==> src/rtl/univ_shift_reg_pkg.sv <==
// usr_pkg: mode encodings and width legality check for univ_shift_reg.
package usr_pkg;
  localparam logic [1:0] MODE_HOLD = 2'b00;
  localparam logic [1:0] MODE_SHR  = 2'b01;
  localparam logic [1:0] MODE_SHL  = 2'b10;
  localparam logic [1:0] MODE_LOAD = 2'b11;
  function automatic bit width_ok(input int w);
    return w >= 2 && w <= 64;
  endfunction
endpackage

==> src/rtl/univ_shift_reg_if.sv <==
// univ_shift_reg_if: control, serial and parallel signals of the universal shift register.
interface univ_shift_reg_if #(parameter int WIDTH = 8);
  localparam int CNT_W = $clog2(WIDTH);
  logic             clr;
  logic             en;
  logic [1:0]       mode;
  logic             sin_r;
  logic             sin_l;
  logic [WIDTH-1:0] pin;
  logic [WIDTH-1:0] pout;
  logic             sout_r;
  logic             sout_l;
  logic [CNT_W-1:0] cnt;
  logic             word_done;
  modport master (output clr, en, mode, sin_r, sin_l, pin, input pout, sout_r, sout_l, cnt, word_done);
  modport slave  (input clr, en, mode, sin_r, sin_l, pin, output pout, sout_r, sout_l, cnt, word_done);
endinterface

==> src/rtl/shift_word_counter.sv <==
// shift_word_counter: modulo-WIDTH shift counter with a one-cycle word-complete strobe.
module shift_word_counter #(
  parameter int WIDTH = 8,
  parameter int CNT_W = $clog2(WIDTH)
) (
  input  logic             clk,
  input  logic             rst_n,
  input  logic             clr,
  input  logic             inc,
  input  logic             ld,
  output logic [CNT_W-1:0] cnt,
  output logic             word_done
);
  logic last;
  assign last = cnt == CNT_W'(WIDTH - 1);
  always_ff @(posedge clk or negedge rst_n) begin
    if (!rst_n) begin
      cnt       <= '0;
      word_done <= 1'b0;
    end else if (clr || ld) begin
      cnt       <= '0;
      word_done <= 1'b0;
    end else begin
      cnt       <= inc ? (last ? '0 : cnt + 1'b1) : cnt;
      word_done <= inc && last;
    end
  end
endmodule

==> src/rtl/univ_shift_reg.sv <==
// univ_shift_reg: hold / shift-right / shift-left / parallel-load register with word counter.
module univ_shift_reg
  import usr_pkg::*;
#(
  parameter int WIDTH = 8
) (
  input logic             clk,
  input logic             rst_n,
  univ_shift_reg_if.slave bus
);
  localparam int CNT_W = $clog2(WIDTH);
  if (!width_ok(WIDTH)) begin : g_bad_width
    $error("univ_shift_reg: WIDTH must be 2..64");
  end
  logic [WIDTH-1:0] q;
  logic [WIDTH-1:0] q_nxt;
  logic             shift;
  logic             load;
  always_comb begin
    q_nxt = bus.mode == MODE_SHR  ? {bus.sin_r, q[WIDTH-1:1]} :
            bus.mode == MODE_SHL  ? {q[WIDTH-2:0], bus.sin_l} :
            bus.mode == MODE_LOAD ? bus.pin : q;
    shift = bus.en && (bus.mode == MODE_SHR || bus.mode == MODE_SHL);
    load  = bus.en && bus.mode == MODE_LOAD;
  end
  always_ff @(posedge clk or negedge rst_n) begin
    if (!rst_n) q <= '0;
    else if (bus.clr) q <= '0;
    else if (bus.en) q <= q_nxt;
  end
  shift_word_counter #(.WIDTH(WIDTH), .CNT_W(CNT_W)) u_cnt (
    .clk      (clk),
    .rst_n    (rst_n),
    .clr      (bus.clr),
    .inc      (shift),
    .ld       (load),
    .cnt      (bus.cnt),
    .word_done(bus.word_done)
  );
  assign bus.pout   = q;
  assign bus.sout_r = q[0];
  assign bus.sout_l = q[WIDTH-1];
endmodule

==> src/flat_wrapper.sv <==
// flat-port wrapper written by rule: the top's interface ports become plain ports
module univ_shift_reg_flat import usr_pkg::*;
#(
  parameter int WIDTH = 8
)
  (clk, rst_n, bus_clr, bus_en, bus_mode, bus_sin_r, bus_sin_l, bus_pin, bus_pout, bus_sout_r, bus_sout_l, bus_cnt, bus_word_done);
  univ_shift_reg_if #(.WIDTH(WIDTH)) bus_i ();
  input logic clk;
  input logic rst_n;
  input wire logic [$bits(bus_i.clr)-1:0] bus_clr;
  input wire logic [$bits(bus_i.en)-1:0] bus_en;
  input wire logic [$bits(bus_i.mode)-1:0] bus_mode;
  input wire logic [$bits(bus_i.sin_r)-1:0] bus_sin_r;
  input wire logic [$bits(bus_i.sin_l)-1:0] bus_sin_l;
  input wire logic [$bits(bus_i.pin)-1:0] bus_pin;
  output wire logic [$bits(bus_i.pout)-1:0] bus_pout;
  output wire logic [$bits(bus_i.sout_r)-1:0] bus_sout_r;
  output wire logic [$bits(bus_i.sout_l)-1:0] bus_sout_l;
  output wire logic [$bits(bus_i.cnt)-1:0] bus_cnt;
  output wire logic [$bits(bus_i.word_done)-1:0] bus_word_done;
  assign bus_i.clr = bus_clr;
  assign bus_i.en = bus_en;
  assign bus_i.mode = bus_mode;
  assign bus_i.sin_r = bus_sin_r;
  assign bus_i.sin_l = bus_sin_l;
  assign bus_i.pin = bus_pin;
  assign bus_pout = bus_i.pout;
  assign bus_sout_r = bus_i.sout_r;
  assign bus_sout_l = bus_i.sout_l;
  assign bus_cnt = bus_i.cnt;
  assign bus_word_done = bus_i.word_done;
  univ_shift_reg #(.WIDTH(WIDTH)) u_core (.clk(clk), .rst_n(rst_n), .bus(bus_i));
endmodule
==> config.mk <==
export PLATFORM = sky130hd
export DESIGN_NAME = univ_shift_reg_flat
export DESIGN_NICKNAME = d
export VERILOG_FILES = /design/src/rtl/univ_shift_reg_pkg.sv /design/src/rtl/univ_shift_reg_if.sv /design/src/rtl/shift_word_counter.sv /design/src/rtl/univ_shift_reg.sv /design/src/flat_wrapper.sv
export SDC_FILE = /design/constraint.sdc
export NUM_CORES = 1
export LEC_CHECK = 0
export BUFFER_PORTS_ARGS = -buffer_cell sky130_fd_sc_hd__buf_4
export CORE_MARGIN = 3
export CORE_UTILIZATION = 42
export DETAILED_ROUTE_END_ITERATION = 16
export GPL_ROUTABILITY_DRIVEN = 0
export PLACE_DENSITY = 0.73
export SETUP_SLACK_MARGIN = 0.1
export SLEW_MARGIN = 10
export SYNTH_ARGS = -nofsm -noshare
export SYNTH_HDL_FRONTEND = slang
export SYNTH_SLANG_ARGS = --single-unit
==> constraint.sdc <==
create_clock -name clk -period 1.4 [get_ports clk]
set_clock_uncertainty 0.1 [all_clocks]
set_input_delay 0.07 -clock clk [delete_from_list [all_inputs] [get_ports clk]]
set_output_delay 0.07 -clock clk [all_outputs]
set_load 0.005 [all_outputs]
Yosys cells after proc, flatten, opt, wreduce, memory -nomap -nowiden:

Index checks and enable logic that the tools add are counted.
W data, S select, Z words.

* register bits: 12
* input port bits: 16
* word-level logic and storage cells: 26

* $add $sub $neg: 1
* eq/ne operators: 4
* muxes and demuxes: 9
* reduce and logical (&&, ||, !) cells: 9

Operators by type and width (count)
* $mux W8: 5
* $mux W3: 3
* $eq A2 B2 Y1 const B: 2
* $reduce_bool A2 Y1: 2
* $reduce_bool A4 Y1: 1
* $add A3 B1 Y3 const B: 1
* $eq A3 B3 Y1 const B: 1
* $logic_and A1 B1 Y1: 3
* $eq A2 B1 Y1 const B: 1
* $logic_or A1 B1 Y1: 2
* $reduce_and A2 Y1: 1
* $mux W1: 1

Depth between registers and ports, before layout:

* depth in word-level cells: 6
* gate-level depth with buffers: 6
* depth with buffers taken out: 5

Modules after synthesis:

A second synthesis with hierarchy kept.

* cell total of the unflattened synthesis: 70
* area, all modules: 769.5 sq um

By module, submodules not included
* univ_shift_reg: times used 1, cells each 55, area each 578.1 sq um, seq. area each 200.2 sq um
* shift_word_counter: times used 1, cells each 15, area each 191.4 sq um, seq. area each 100.1 sq um

Least setup slack after synthesis:

Ideal clock, no wire load.

* path type: register -> register
* start: reg u_core.u_cnt.cnt[0]
* end: reg u_core.u_cnt.cnt[2]
* library setup time: 0.077 ns
* arrival time: 1.379 ns
* data required time: 1.223 ns
* path slack: -0.156 ns
* cell stages (with the launch flop): 5
* path buffers: 0
* period minus slack after synthesis: 1.556 ns
* cell sequence: dfrtp_1 ha_1 ha_1 or3b_2 a21oi_1

* longest elaborated chain between the ends: 4
* elaborated cells between the ends (all ways): 5
* classes of those cells: add/sub (1); eq/ne (1); mux (3)

Ends and longest elaborated chain
* start, declared: RTL line shift_word_counter.sv:11 `output logic [CNT_W-1:0] cnt,`
* start signal, assigned: RTL line shift_word_counter.sv:24 `cnt <= inc ? (last ? '0 : cnt + 1'b1) : cnt;`
* $add A3 B1 Y3 or $eq A3 B3 Y1 (tied branches): RTL line shift_word_counter.sv:24, shift_word_counter.sv:15
* $mux W3 * (2 in series): RTL line shift_word_counter.sv:24
* $mux W3 *: RTL line shift_word_counter.sv:20 `end else if (clr || ld) begin`

Mark *: on every way between the ends. The rest lies on a longest branch, timed or not. The select of a mux whose other input is x is not followed.
A chain may end at the register's enable or synchronous reset.

Worst setup path in the final report:

Ends and elaborated chain as after synthesis.

==> impl_metrics.toml <==
[layout]
fin_util = 0.711
fillCellCount = 147
design_area_um2 = 1150
ff_latch_area_um2 = 300
nNetsFinal = 130
antenna_cells = 0
multi_input_comb_area_um2 = 465
area_growth_pct = 48.2
drive_above_1_share = 0.519

[global_routing]
grt_usage = 0.160
grt_overflow = 0
use_met1 = 0.198
grt_max_degree = 17
grt_pass1_wl_mm = 3.06
grt_pass1_vias = 695
top_usage_layer = "met2"
antenna_found_initial = 0
met2_usage = 0.283
grtUsageMet3 = 0.0398

[clocking]
cts-htree-levels = 1
clock_path_buffers = 2
clk_latency_ns = 0.26
cts_setup_buffers = 0
clk_pin_slew_ns = 0.08
numCtsBuffers = 3
clockRootBuffer = "clkbuf_4"
cts.sinks = 12
cts_tree = "yes"

[detailed_routing]
drtPass1Iterations = 4
via_count = 678
drt-total-wl_mm = 1.83
drc = 0
detail_route.wl_per_cell_um = 13.8
viasPerCell = 5.14
postRouteAntennaNets = 0
drt-initial-drc-count = 5

[timing]
fin_ws_ns = -0.135
relSlewSlack = 0.771
max_freq_mhz = 652
worst_pin_slew_ns = 0.343
fin_crit_sh = 1.10
finalMaxSlewViolations = 0
rsz0062_at_grt = "true"
finalSetupViolations = 2
hold_viol = 0
post-route-min-period_ns = 1.53
hold_ws_ns = 0.0450

[status]
outcome = "finished with violations"
violations = "setup timing"

[synthesis]
ys_ff_latch = 12
postSynthAreaPerCell_um2 = 10.9
syn-instance-count = 71
syn-cell-area_um2 = 773
ys_warn_count = 0
syn_nets = 92
ys_seq_area_frac = 0.388
synth_cell_types = 19

[critical_path]
cp-end-kind = "flip-flop"
crit_type = "reg -> reg"
regToRegSetupSlack_ns = -0.13
worstPathRequired_ns = 1.49
rr_startpoint = "u_core.u_cnt.cnt[0]"
r2r_end = "u_core.u_cnt.cnt[2]"
r2r_cells = 4
cp-start-kind = "flip-flop"
arrival_ns = 1.62
crit_fanout = 2

[floorplan]
ioPinCount = 30
die_h_um = 48.9
start_util = 0.480
num_rows = 14
die_w_um = 48.9
coreArea_um2 = 1610
die_area_um2 = 2390

[hold_path]
worstHoldStart = "bus_sin_r"
hold_depth = 3
worstHoldEndpoint = "u_core.bus.pout[7]"
min_path_type = "in -> reg"

[power_and_ir_drop]
vdd_drop_max_mv = 0.531
power.density_nw_per_um2 = 765
p_leak_nw = 0.554

[placement]
port_buffers = 29
place_area_um2 = 1050
post-dp-hpwl_mm = 1.35

[run]
max-cap-violations = 0
worst max path at each step:
stage                         from                   to  slack (ns)  cells past startpoint
3_3_place_gp           bus_mode[0]   u_core.bus.pout[1]       -0.17                      6
4_1_cts        u_core.u_cnt.cnt[0]  u_core.u_cnt.cnt[2]       -0.12                      4
2_1_floorplan  u_core.u_cnt.cnt[1]  u_core.u_cnt.cnt[2]       -0.07                      4
6_report       u_core.u_cnt.cnt[0]  u_core.u_cnt.cnt[2]       -0.13                      4
5_1_grt        u_core.u_cnt.cnt[1]  u_core.u_cnt.cnt[2]       -0.19                      4
3_5_place_dp           bus_mode[0]   u_core.bus.pout[2]       -0.18                      6
layout make-up:
cell class | instances | area share
multi-input cells | 51 | 0.406
clock buffers | 4 | 0.0317
inverters | 3 | 0.00983
well taps | 24 | 0.0262
flip-flops and latches | 12 | 0.262
repair buffers | 38 | 0.264
cell usage in the layout, fill, tap and decap left out, drive strengths merged:
cell type    instances
or4                  1
o21ba                1
inv                  3
nor3                 1
nor2b                9
a32o                 8
buf                 36
dfrtp               12
or3b                 2
a21oi                3
o21ai                3
clkbuf               4
ha                   5
nor4b                1
dlygate4sd3          2
nand2b               9
a211o                8
metal layers:
layer  vias up  wire, um
li1        340         -
met1       320       781
met4         0         0
met3         0       110
met5         -         0
met2        18       933
state kept, by name, indices dropped and copies added (netlist names):
name                    count
u_core.u_cnt.cnt            3
u_core.u_cnt.word_done      1
u_core.bus.pout             8
report_power, final:
| group | leakage (nW) | internal [W] | total (W) | switching [W] |
|---|---|---|---|---|
| clock network | 0.0210 | 0.000158 | 0.000272 | 0.000114 |
| registers | 0.164 | 0.000365 | 0.000383 | 0.0000184 |
| logic | 0.369 | 0.000133 | 0.000222 | 0.0000885 |
| total | 0.554 | 0.000655 | 0.000876 | 0.000221 |
synthesized netlist by cell type:
| cell | instances | share of area |
|---|---|---|
| nand2b_1 | 9 | 0.073 |
| inv_1 | 3 | 0.015 |
| ha_1 | 5 | 0.081 |
| a211o_1 | 2 | 0.023 |
| buf_6 | 2 | 0.029 |
| a32o_1 | 8 | 0.10 |
| or4_1 | 1 | 0.0097 |
| nor4b_1 | 1 | 0.011 |
| o21ba_2 | 1 | 0.013 |
| buf_4 | 2 | 0.019 |
| a211o_2 | 6 | 0.078 |
| a21oi_1 | 3 | 0.019 |
| nor2b_2 | 1 | 0.011 |
| or3b_2 | 2 | 0.023 |
| dfrtp_1 | 12 | 0.39 |
| nor3_2 | 1 | 0.013 |
| nor2b_1 | 8 | 0.065 |
| clkbuf_2 | 1 | 0.0065 |
| o21ai_0 | 3 | 0.019 |
logic make-up after synthesis:
kind of cell               Yosys count  share of synthesized area
AOI/OAI and AO/OA                   23                      0.256
and+or+nand+nor                     23                      0.206
DFF                                 12                      0.388
adders and majority gates            5                     0.0809
buffers and inverters                8                     0.0696
critical path, cell delays in order, from the launching register on:
cell	delay [ns]
dfrtp_1	0.42
ha_4	0.17
ha_4	0.25
or3b_4	0.37
a21oi_2	0.15
metrics by stage:
step | total power [W] | setup TNS [ns] | std cells | setup WS, ns
2_1_floorplan | 0.000497 | -0.104 | 71 | -0.0679
3_3_place_gp | 0.000600 | -1.32 | 126 | -0.171
3_5_place_dp | 0.000602 | -1.46 | 126 | -0.177
4_1_cts | 0.000879 | -0.212 | 132 | -0.120
5_1_grt | 0.000937 | -0.271 | 132 | -0.188
6_report | 0.000876 | -0.169 | 132 | -0.135
repair_timing:
item	4_1_cts	5_1_grt
hold buffers	2	0
gates resized for setup	1	6
hold endpoints to repair	16	0
pin swaps	2	1
endpoints found under the setup margin	3	11
Note: power is estimated with default switching activity, not from simulation.
